$ cat src/rtl/snake_pkg.sv
// Shared types and constants for the snake game engine and its food generator.
// Segment k of the packed location bus sits at [FLAT_W-1-SEG_W*k -: SEG_W].
package snake_pkg;

    typedef enum logic [2:0] {
        QI = 3'd0,
        QC = 3'd1,
        QF = 3'd2,
        QL = 3'd3,
        QW = 3'd4
    } state_t;

    typedef enum logic [1:0] {
        UP    = 2'd0,
        DOWN  = 2'd1,
        LEFT  = 2'd2,
        RIGHT = 2'd3
    } dir_t;

    localparam int GRID_DIM = 16;
    localparam int SEG_W    = 8;
    localparam int NUM_SEGS = 16;
    localparam int FLAT_W   = SEG_W * NUM_SEGS;

    localparam logic [SEG_W-1:0] INIT_FOOD = 8'h8B;
    // Taps for x^8+x^6+x^5+x^4+1 on a shift-left Fibonacci register.
    localparam logic [7:0] LFSR_TAPS = 8'hB8;

    function automatic dir_t opposite(input dir_t d);
        case (d)
            UP:      return DOWN;
            DOWN:    return UP;
            LEFT:    return RIGHT;
            default: return LEFT;
        endcase
    endfunction

    function automatic logic [SEG_W-1:0] init_seg(input int k, input int init_len);
        if (k < init_len)
            return 8'h80 + 8'(init_len - k);
        return 8'h00;
    endfunction

endpackage

$ cat src/rtl/snake_food_gen.sv
// Free-running food LFSR plus occupancy check against the live snake body.
// done is asserted combinationally while req is held and the candidate cell is free.
module snake_food_gen
    import snake_pkg::*;
#(
    parameter logic [7:0] LFSR_SEED = 8'hA5
) (
    input  logic              Clk,
    input  logic              Reset_n,
    input  logic              req,
    input  logic [FLAT_W-1:0] locations_flat,
    input  logic [3:0]        length,
    output logic [SEG_W-1:0]  food_idx,
    output logic              done
);

    logic [7:0] lfsr;
    logic       occupied;

    // A nonzero seed never reaches zero, so cell 00 is never offered.
    always_ff @(posedge Clk or negedge Reset_n) begin
        if (!Reset_n)
            lfsr <= LFSR_SEED;
        else
            lfsr <= {lfsr[6:0], ^(lfsr & LFSR_TAPS)};
    end

    always_comb begin
        occupied = 1'b0;
        for (int k = 0; k < NUM_SEGS; k++) begin
            if ((5'(k) < {1'b0, length}) &&
                (locations_flat[FLAT_W-1-SEG_W*k -: SEG_W] == lfsr))
                occupied = 1'b1;
        end
    end

    assign food_idx = lfsr;
    assign done     = req && !occupied;

endmodule

$ cat src/rtl/snake_game_engine.sv
// Snake game-state engine: body positions, direction, food, length and win/lose
// state, advancing one cell per Tick; outputs feed the display renderer.
module snake_game_engine
    import snake_pkg::*;
#(
    parameter int         MAX_LEN   = 15,
    parameter int         INIT_LEN  = 3,
    parameter logic [7:0] LFSR_SEED = 8'hA5
) (
    input  logic              Clk,
    input  logic              Reset_n,
    input  logic              Tick,
    input  logic              Start,
    input  logic              BtnU,
    input  logic              BtnD,
    input  logic              BtnL,
    input  logic              BtnR,
    output logic [SEG_W-1:0]  Food,
    output logic [3:0]        Length,
    output logic [FLAT_W-1:0] Locations_Flat,
    output logic              Qi,
    output logic              Qc,
    output logic              Ql,
    output logic              Qw
);

    state_t           state, state_next;
    dir_t             dir_last, dir_latched, dir_req, move_ref;
    logic             req_valid;
    logic [SEG_W-1:0] segs [NUM_SEGS];
    logic [SEG_W-1:0] head, head_next;
    logic [3:0]       limit;
    logic             wall_hit, eat, self_hit, do_move;
    logic             food_done;
    logic [SEG_W-1:0] food_idx;

    always_comb begin
        req_valid = 1'b1;
        dir_req   = dir_latched;
        if (BtnU)      dir_req = UP;
        else if (BtnD) dir_req = DOWN;
        else if (BtnL) dir_req = LEFT;
        else if (BtnR) dir_req = RIGHT;
        else           req_valid = 1'b0;
    end

    // On a Tick cycle the move in progress uses dir_latched, so reversals are judged against it.
    assign move_ref = Tick ? dir_latched : dir_last;
    assign head     = segs[0];

    always_comb begin
        wall_hit  = 1'b0;
        head_next = head;
        case (dir_latched)
            UP: begin
                wall_hit  = (head[7:4] == 4'd0);
                head_next = head - 8'(GRID_DIM);
            end
            DOWN: begin
                wall_hit  = (head[7:4] == 4'(GRID_DIM - 1));
                head_next = head + 8'(GRID_DIM);
            end
            LEFT: begin
                wall_hit  = (head[3:0] == 4'd0);
                head_next = head - 8'd1;
            end
            default: begin
                wall_hit  = (head[3:0] == 4'(GRID_DIM - 1));
                head_next = head + 8'd1;
            end
        endcase
    end

    // The tail cell only counts as an obstacle when the snake grows this move.
    always_comb begin
        eat      = (head_next == Food);
        limit    = eat ? Length : Length - 4'd1;
        self_hit = 1'b0;
        for (int k = 0; k < NUM_SEGS; k++) begin
            if ((5'(k) < {1'b0, limit}) && (segs[k] == head_next))
                self_hit = 1'b1;
        end
    end

    assign do_move = (state == QC) && Tick && !Start && !wall_hit && !self_hit;

    always_ff @(posedge Clk or negedge Reset_n) begin
        if (!Reset_n)
            state <= QI;
        else
            state <= state_next;
    end

    always_comb begin
        state_next = state;
        case (state)
            QI: if (Start) state_next = QC;
            QC: begin
                if (Start)
                    state_next = QI;
                else if (Tick) begin
                    if (wall_hit || self_hit)
                        state_next = QL;
                    else if (eat)
                        state_next = (({1'b0, Length} + 5'd1) == 5'(MAX_LEN)) ? QW : QF;
                end
            end
            QF: begin
                if (Start)
                    state_next = QI;
                else if (food_done)
                    state_next = QC;
            end
            QL, QW: if (Start) state_next = QI;
            default: state_next = QI;
        endcase
    end

    always_ff @(posedge Clk or negedge Reset_n) begin
        if (!Reset_n) begin
            Length      <= 4'(INIT_LEN);
            Food        <= INIT_FOOD;
            dir_last    <= RIGHT;
            dir_latched <= RIGHT;
            for (int k = 0; k < NUM_SEGS; k++)
                segs[k] <= init_seg(k, INIT_LEN);
        end else if (Start) begin
            Length      <= 4'(INIT_LEN);
            Food        <= INIT_FOOD;
            dir_last    <= RIGHT;
            dir_latched <= RIGHT;
            for (int k = 0; k < NUM_SEGS; k++)
                segs[k] <= init_seg(k, INIT_LEN);
        end else begin
            if ((state == QC) && req_valid && (dir_req != opposite(move_ref)))
                dir_latched <= dir_req;
            if (do_move) begin
                dir_last <= dir_latched;
                segs[0]  <= head_next;
                for (int k = 1; k < NUM_SEGS; k++)
                    segs[k] <= segs[k-1];
                if (eat)
                    Length <= Length + 4'd1;
            end
            if ((state == QF) && food_done)
                Food <= food_idx;
        end
    end

    for (genvar k = 0; k < NUM_SEGS; k++) begin : g_pack
        assign Locations_Flat[FLAT_W-1-SEG_W*k -: SEG_W] = segs[k];
    end

    snake_food_gen #(
        .LFSR_SEED(LFSR_SEED)
    ) u_food_gen (
        .Clk           (Clk),
        .Reset_n       (Reset_n),
        .req           (state == QF),
        .locations_flat(Locations_Flat),
        .length        (Length),
        .food_idx      (food_idx),
        .done          (food_done)
    );

    assign Qi = (state == QI);
    assign Qc = (state == QC);
    assign Ql = (state == QL);
    assign Qw = (state == QW);

endmodule
$ cat config.mk
export PLATFORM = sky130hd
export DESIGN_NAME = snake_game_engine
export DESIGN_NICKNAME = d
export VERILOG_FILES = /design/src/rtl/snake_pkg.sv /design/src/rtl/snake_food_gen.sv /design/src/rtl/snake_game_engine.sv
export SDC_FILE = /design/constraint.sdc
export NUM_CORES = 1
export LEC_CHECK = 0
export BUFFER_PORTS_ARGS = -buffer_cell sky130_fd_sc_hd__buf_2
export CAP_MARGIN = 20
export CORE_MARGIN = 2
export CORE_UTILIZATION = 55
export CTS_BUF_LIST = sky130_fd_sc_hd__clkbuf_4 sky130_fd_sc_hd__clkbuf_8
export DETAILED_ROUTE_END_ITERATION = 7
export GPL_TIMING_DRIVEN = 0
export PLACE_DENSITY = 0.77
export SYNTH_ARGS = -nofsm -noshare
export SYNTH_HDL_FRONTEND = slang
export SYNTH_SLANG_ARGS = --single-unit
$ cat constraint.sdc
create_clock -name Clk -period 6.1 [get_ports Clk]
set_input_delay 0.61 -clock Clk [delete_from_list [all_inputs] [get_ports Clk]]
set_output_delay 0.61 -clock Clk [all_outputs]
set_load 0.02 [all_outputs]
# Yosys cells after proc, flatten, opt, wreduce, memory -nomap -nowiden
# Cells that the tools add are included.
dict set report op_classes {
  n_lt_le_gt_ge 30
  eq_ne 48
  muxes 69
  add_sub_neg 7
  n_reduce_logical 56
}
# operator n
set ops {}
lappend ops {{$mux 128} 2}
lappend ops {{$eq 8x8->1} 31}
lappend ops {{$lt 4x4->1 const A} 14}
lappend ops {{$mux 8} 5}
lappend ops {{$logic_and 1x1->1} 38}
lappend ops {{$mux 1} 35}
lappend ops {{$lt 3x4->1 const A} 8}
lappend ops {{$mux 3} 9}
lappend ops {{$pmux 8 s3} 1}
lappend ops {{$mux 2} 10}
lappend ops {{$lt 1x4->1 const A} 4}
lappend ops {{$lt 2x4->1 const A} 4}
lappend ops {{$mux 4} 4}
lappend ops {{$pmux 3 s4} 1}
lappend ops {{$add 8x1->8 const B} 1}
lappend ops {{$add 8x5->8 const B} 1}
lappend ops {{$eq 4x4->1 const B} 2}
lappend ops {{$logic_not 4->1} 2}
lappend ops {{$reduce_bool 2->1} 4}
lappend ops {{$reduce_xor 8->1} 1}
lappend ops {{$sub 8x1->8 const B} 1}
lappend ops {{$sub 8x5->8 const B} 1}
lappend ops {{$eq 3x2->1 const B} 2}
lappend ops {{$ne 3x3->1 const B} 2}
lappend ops {{20 further kinds} 27}
dict set report word_totals {
  word_cells 232
  register_bits 155
  input_bits 8
  output_inout_bits 144
}

# Logic depth before layout (Yosys ltp)
dict set report logic_depth {
  depth_word 26
  ltp_mapped 24
  depth_no_buf 15
}

# By module
# Synthesis repeated with hierarchy kept, for this count alone.
dict set report hier_totals {
  hier_cells 1237
  area_unflattened_um2 11167.0
}
# mod cells_each area_per_inst_um2 seq_area_each_um2 instances
set by_module_without_submodules {}
lappend by_module_without_submodules {snake_game_engine 1026 9276.4 3699.8 1}
lappend by_module_without_submodules {snake_food_gen 211 1890.6 205.2 1}

# Least setup slack after synthesis
# No wires, ideal clock.
dict set report synth_timing {
  kind {flip-flop to flip-flop}
  startpoint {reg dir_latched[0]}
  endpoint {reg Length[3]}
  slack_ps 23
  required_ps 5972
  synth_period_minus_slack_ps 6077
  arrival_ps 5949
  path_stages_with_launch 22
  path_buffers 8
  setup_time_ps 128
  cell_sequence {dfstp_2 -> buf_2 -> buf_2 -> buf_1 -> clkbuf_1 -> buf_1 -> clkbuf_1 -> nand2_1 -> ha_1 -> clkbuf_1 -> xnor2_1 -> xnor2_1 -> a32oi_1 -> or4_4 -> a21o_1 -> o21ai_2 -> nor3_1 -> o22a_1 -> or4_4 -> buf_2 -> nor4_2 -> mux2_1}
}
dict set report synth_between {
  elab_chain_cells 25
  elab_cells_between_ends 74
  classes_between {15 x order compare; 18 x eq/ne; 18 x mux; 23 x reduce/logical}
}
# element line
set synth_rtl {}
lappend synth_rtl {{start: declaration} snake_game_engine.sv:28} ;# dir_t dir_last, dir_latched, dir_req, move_ref;
lappend synth_rtl {{start signal: assignment} snake_game_engine.sv:136} ;# dir_latched <= dir_req;
lappend synth_rtl {{$eq 2x2->1 (tied with other cells)} snake_game_engine.sv:54} ;# case (dir_latched)
lappend synth_rtl {{$pmux 8 s3} snake_game_engine.sv:54}
lappend synth_rtl {{$eq 8x8->1} snake_game_engine.sv:76} ;# eat = (head_next == Food);
lappend synth_rtl {{$mux 4} snake_game_engine.sv:77} ;# limit = eat ? Length : Length - 4'd1;
lappend synth_rtl {{$lt 1x4->1} snake_game_engine.sv:80} ;# if ((5'(k) < {1'b0, limit}) && (segs[k] == head_next))
lappend synth_rtl {{$logic_and 1x1->1} snake_game_engine.sv:80}
lappend synth_rtl {{$mux 1 (15 in a row)} snake_game_engine.sv:80}
lappend synth_rtl {{$logic_not 1->1} snake_game_engine.sv:85} ;# assign do_move = (state == QC) && Tick && !Start && !wall_hit && !self_hit;
lappend synth_rtl {{$logic_and 1x1->1} snake_game_engine.sv:85}
lappend synth_rtl {{$reduce_bool 2->1 (no line)} -}
lappend synth_rtl {{$reduce_and 2->1 (no line) (*)} -}
lappend synth_rtl {{end signal: assignment} snake_game_engine.sv:121} ;# Length <= 4'(INIT_LEN);
lappend synth_rtl {{end signal: assignment} snake_game_engine.sv:128} ;# Length <= 4'(INIT_LEN);
lappend synth_rtl {{end signal: assignment} snake_game_engine.sv:143} ;# Length <= Length + 4'd1;
lappend synth_rtl {{end: declaration} snake_game_engine.sv:19} ;# output logic [3:0] Length,
# Mark *: on every way between the ends. The rest lies on a longest branch, timed or not.
# A chain may end at the register's enable or synchronous reset.

# Final worst setup path
dict set report layout_timing {
  startpoint {reg dir_latched[1]}
  endpoint {reg segs, in the netlist Locations_Flat[111]}
}
dict set report layout_between {
  elab_chain_cells 24
  elab_cells_between_ends 72
  classes_between {15 x order compare; 18 x eq/ne; 18 x mux; 21 x reduce/logical}
}
# element line
set layout_rtl {}
lappend layout_rtl {{$eq 2x2->1 (tied with other cells)} snake_game_engine.sv:54}
lappend layout_rtl {{$pmux 8 s3} snake_game_engine.sv:54}
lappend layout_rtl {{$eq 8x8->1} snake_game_engine.sv:76}
lappend layout_rtl {{$mux 4} snake_game_engine.sv:77}
lappend layout_rtl {{$lt 1x4->1} snake_game_engine.sv:80}
lappend layout_rtl {{$logic_and 1x1->1} snake_game_engine.sv:80}
lappend layout_rtl {{$mux 1 (15 in a row)} snake_game_engine.sv:80}
lappend layout_rtl {{$logic_not 1->1} snake_game_engine.sv:85}
lappend layout_rtl {{$logic_and 1x1->1 (*)} snake_game_engine.sv:85}
lappend layout_rtl {{$reduce_bool 2->1 (no line) (*)} -}
lappend layout_rtl {{end signal: indexed assignment} snake_game_engine.sv:126} ;# segs[k] <= init_seg(k, INIT_LEN);
lappend layout_rtl {{end signal: indexed assignment} snake_game_engine.sv:133} ;# segs[k] <= init_seg(k, INIT_LEN);
lappend layout_rtl {{end signal: indexed assignment} snake_game_engine.sv:141} ;# segs[k] <= segs[k-1];
lappend layout_rtl {{end: declaration} snake_game_engine.sv:30} ;# logic [SEG_W-1:0] segs [NUM_SEGS];
# Marks and branches as above.

==> flow_summary.toml <==
[clock_tree]
clock_latency_ps = 490
cts_hold_buf = 0
clockBufferDepth = 2
clkTransAtPathRegs_ps = 110
cts_root_buffer = "clkbuf_8"
htree_levels = 4
cts_made_buffers = 17
clock-sinks = 155
cts_tree = "built"

[grt]
grt.total_usage = 0.457
grt_pass1_wl_um = 80000
grt_start_max_net_pins = 88
antenna_found_initial = 1
grt_pass1_vias = 12000
overflow = 0

[critical_path]
rrSetupSlack_ps = 40
crit_cells = 15
cpPeakStageDelay_ps = 810
rr_worst_depth = 15
startpoint = "dir_latched[1]$_DFFE_PN1P_"
crit_required_ps = 6510
critical_path.cell_chain = "buf_1 > clkbuf_1 > buf_1 > clkbuf_1 > a32o_1 > o21ai_0 > a221oi_1 > nand4_1 > nor3_1 > a31oi_1 > a41o_1 > nand2_2 > buf_6 > buf_6 > mux2i_1"
r2r-end = "Locations_Flat[111]$_DFFE_PN1P_"
endpoint = "Locations_Flat[111]$_DFFE_PN1P_"
path_buf_inv = 6
critPathTopFamily = "buffers and inverters"
worstPathMaxFanout = 10
start_kind = "flop"
crit_path_top_delay_cell = "clkbuf_1"
path_class = "flop to flop"
worstReg2RegStart = "dir_latched[1]$_DFFE_PN1P_"
critPathArrivalTime_ps = 6470
end_kind = "flop"

[logic_synthesis]
synth-seq-area-share = 0.318
netlist.area_leader.share = 0.273
avgSynthCellArea_sq_um = 8.95
syn_inst = 1374
yosysWarnings = 0
synthArstFlopShare = 1.00
synth_seq_cells = 155
ys_top_cells_by_area = "dfrtp_1 (27%), xnor2_1 (12%), mux2i_1 (10%), xor2_1 (8.7%), nand2_1 (5.1%)"
mappedNetlistArea_sq_um = 12300
yosysTopAreaCell = "dfrtp_1"
ys_top_cells_by_count = "nand2_1 (166), xnor2_1 (162), dfrtp_1 (134), mux2i_1 (124), xor2_1 (122)"
syn_nets = 1390
ys_types = 90
synth_ff_type = "dfrtp_1"
yosysMostFrequentCell = "nand2_1"
synth-edff-count = 0

[pwr]
peakVddDrop_v = 0.000323
netSwitchingFraction = 0.514
power_frac_seq = 0.201
clkPwrFrac = 0.148
p_leak_nw = 6.82
intPower_w = 0.00291
comb_power_share = 0.650
p_sw_w = 0.00308
p_per_area_nw_per_um2 = 418

[run_status]
status = "finished clean"

[timing]
fin_crit_sh = 0.993
tns_ps = 0
slew_violations = 0
hold_violations = 0
fmax_ghz = 0.165
max_slew_margin = 0.152
max_slew.worst_pin.slew_ps = 1270
fin_crit_ps = 6060
rsz0062_at_grt = "no"
finalSetupViolCount = 0
fin_skew_ps = 23.5

[min_path]
hold_class = "input pin to async pin"

[detailed_routing]
vias_per_cell = 6.86
ant_nets = 0
vias = 12800
drt_pass1_iterations = 6
wl_per_cell_um = 29.6
routed_wl_um = 55000
drc = 0
drtIter0Drc = 1709

[layout]
drive_gt1_frac = 0.207
syn_to_final_growth_pct = 16.5
antenna_cells = 0
fin_area_sq_um = 14300
final_nets = 1584

[die]
dieArea_sq_um = 23600
die_w_um = 154
start_util = 0.562
fp.dieH_um = 154
core-area_sq_um = 21900
core.rowCount = 54
num_io_pins = 152

[place]
place_area_sq_um = 13500
portBuffers = 151
place.gp.congestion = 1.09
dp_hpwl_um = 39900

[run]
cap_violations = 0
==> layout by cell type (no fill, tap or decap), types with 12 or more instances in the layout <==
| master | instances |
|---|---|
| clkbuf_8 | 18 |
| nor3_1 | 38 |
| nand4_1 | 27 |
| o21ai_0 | 34 |
| xnor2_1 | 159 |
| mux2i_1 | 124 |
| xor2_1 | 120 |
| buf_1 | 12 |
| nand2_1 | 165 |
| nor4_1 | 36 |
| a211oi_1 | 13 |
| clkbuf_1 | 57 |
| dfstp_2 | 21 |
| nand3_1 | 36 |
| buf_4 | 31 |
| nor2_1 | 59 |
| dfrtp_1 | 134 |
| buf_2 | 166 |
| a31o_2 | 14 |
| a21oi_1 | 35 |
| inv_1 | 16 |
==> metal layers <==
| layer | global-route usage | wire, um |
|---|---|---|
| met1 | 0.615 | 21000 |
| met2 | 0.669 | 23400 |
| met3 | 0.115 | 6770 |
| met5 | 0 | 0 |
| met4 | 0.265 | 3820 |
==> registers in the layout, summed over array words and instances, names as in the netlist <==
register / count
Locations_Flat: 120
Food: 8
head: 8
u_food_gen.food_idx: 8
Length: 4
state: 3
dir_last: 2
dir_latched: 2
==> per-stage QoR <==
step           cells  setup slack [ps]  hold WS, ps  total power (W)  utilization
2_1_floorplan   1374              23.4          314          0.00357            -
3_3_place_gp    1805             -3420          357          0.00460        0.612
3_5_place_dp    1810             -2460          358          0.00466        0.616
4_1_cts         1846              2.72          143          0.00571        0.646
5_1_grt         1861              21.9          153          0.00612        0.655
6_report        1861              42.4          106          0.00599        0.655
==> power groups by stage <==
stage | Combinational (W) | Clock, W | Sequential [W]
detailed placement | 0.00345 | 0 | 0.00121
global placement | 0.00339 | 0 | 0.00121
CTS | 0.00363 | 0.000880 | 0.00119
floorplan | 0.00235 | 0 | 0.00122
finish | 0.00390 | 0.000887 | 0.00121
global route | 0.00399 | 0.000921 | 0.00121
==> worst min path at each step <==
stage | from | to | slack, ps | depth (start not counted)
after floorplan | Reset_n | Food[2]$_DFFE_PN0P_ | 310 | 0
after global placement | u_food_gen.food_idx[6]$_DFF_PN0_ | u_food_gen.food_idx[7]$_DFF_PN1_ | 360 | 0
after detailed placement | u_food_gen.food_idx[6]$_DFF_PN0_ | u_food_gen.food_idx[7]$_DFF_PN1_ | 360 | 0
after CTS | Reset_n | head[6]$_DFFE_PN0P_ | 140 | 1
after global routing | Reset_n | head[6]$_DFFE_PN0P_ | 150 | 1
final | Reset_n | head[6]$_DFFE_PN0P_ | 110 | 1
==> what timing repair did <==
action,CTS,global route
pin swaps,5,3
setup buffers,7,11
setup endpoints to repair,137,135
resized for setup,47,8
==> cell families after synthesis <==
logic type                 Yosys count  share of synthesized area
DFF                                155                      0.318
xor gates and xnor gates           288                      0.210
AOI/OAI and AO/OA                  237                      0.143
adders and majority gates            8                    0.00875
muxes                              128                      0.105
and+or+nand+nor                    428                      0.172
buffers and inverters              130                     0.0442
==> cell type report <==
type,instances,area (sq um)
multi-input combinational,1089,8020
fill,1842,7560
sequential,155,3910
timing repair buffer,181,1060
buffer,106,515
tap,280,350
clock buffer,18,241
clock inverter,14,175
inverter,18,67.6
(Power assumes the default switching activity.)
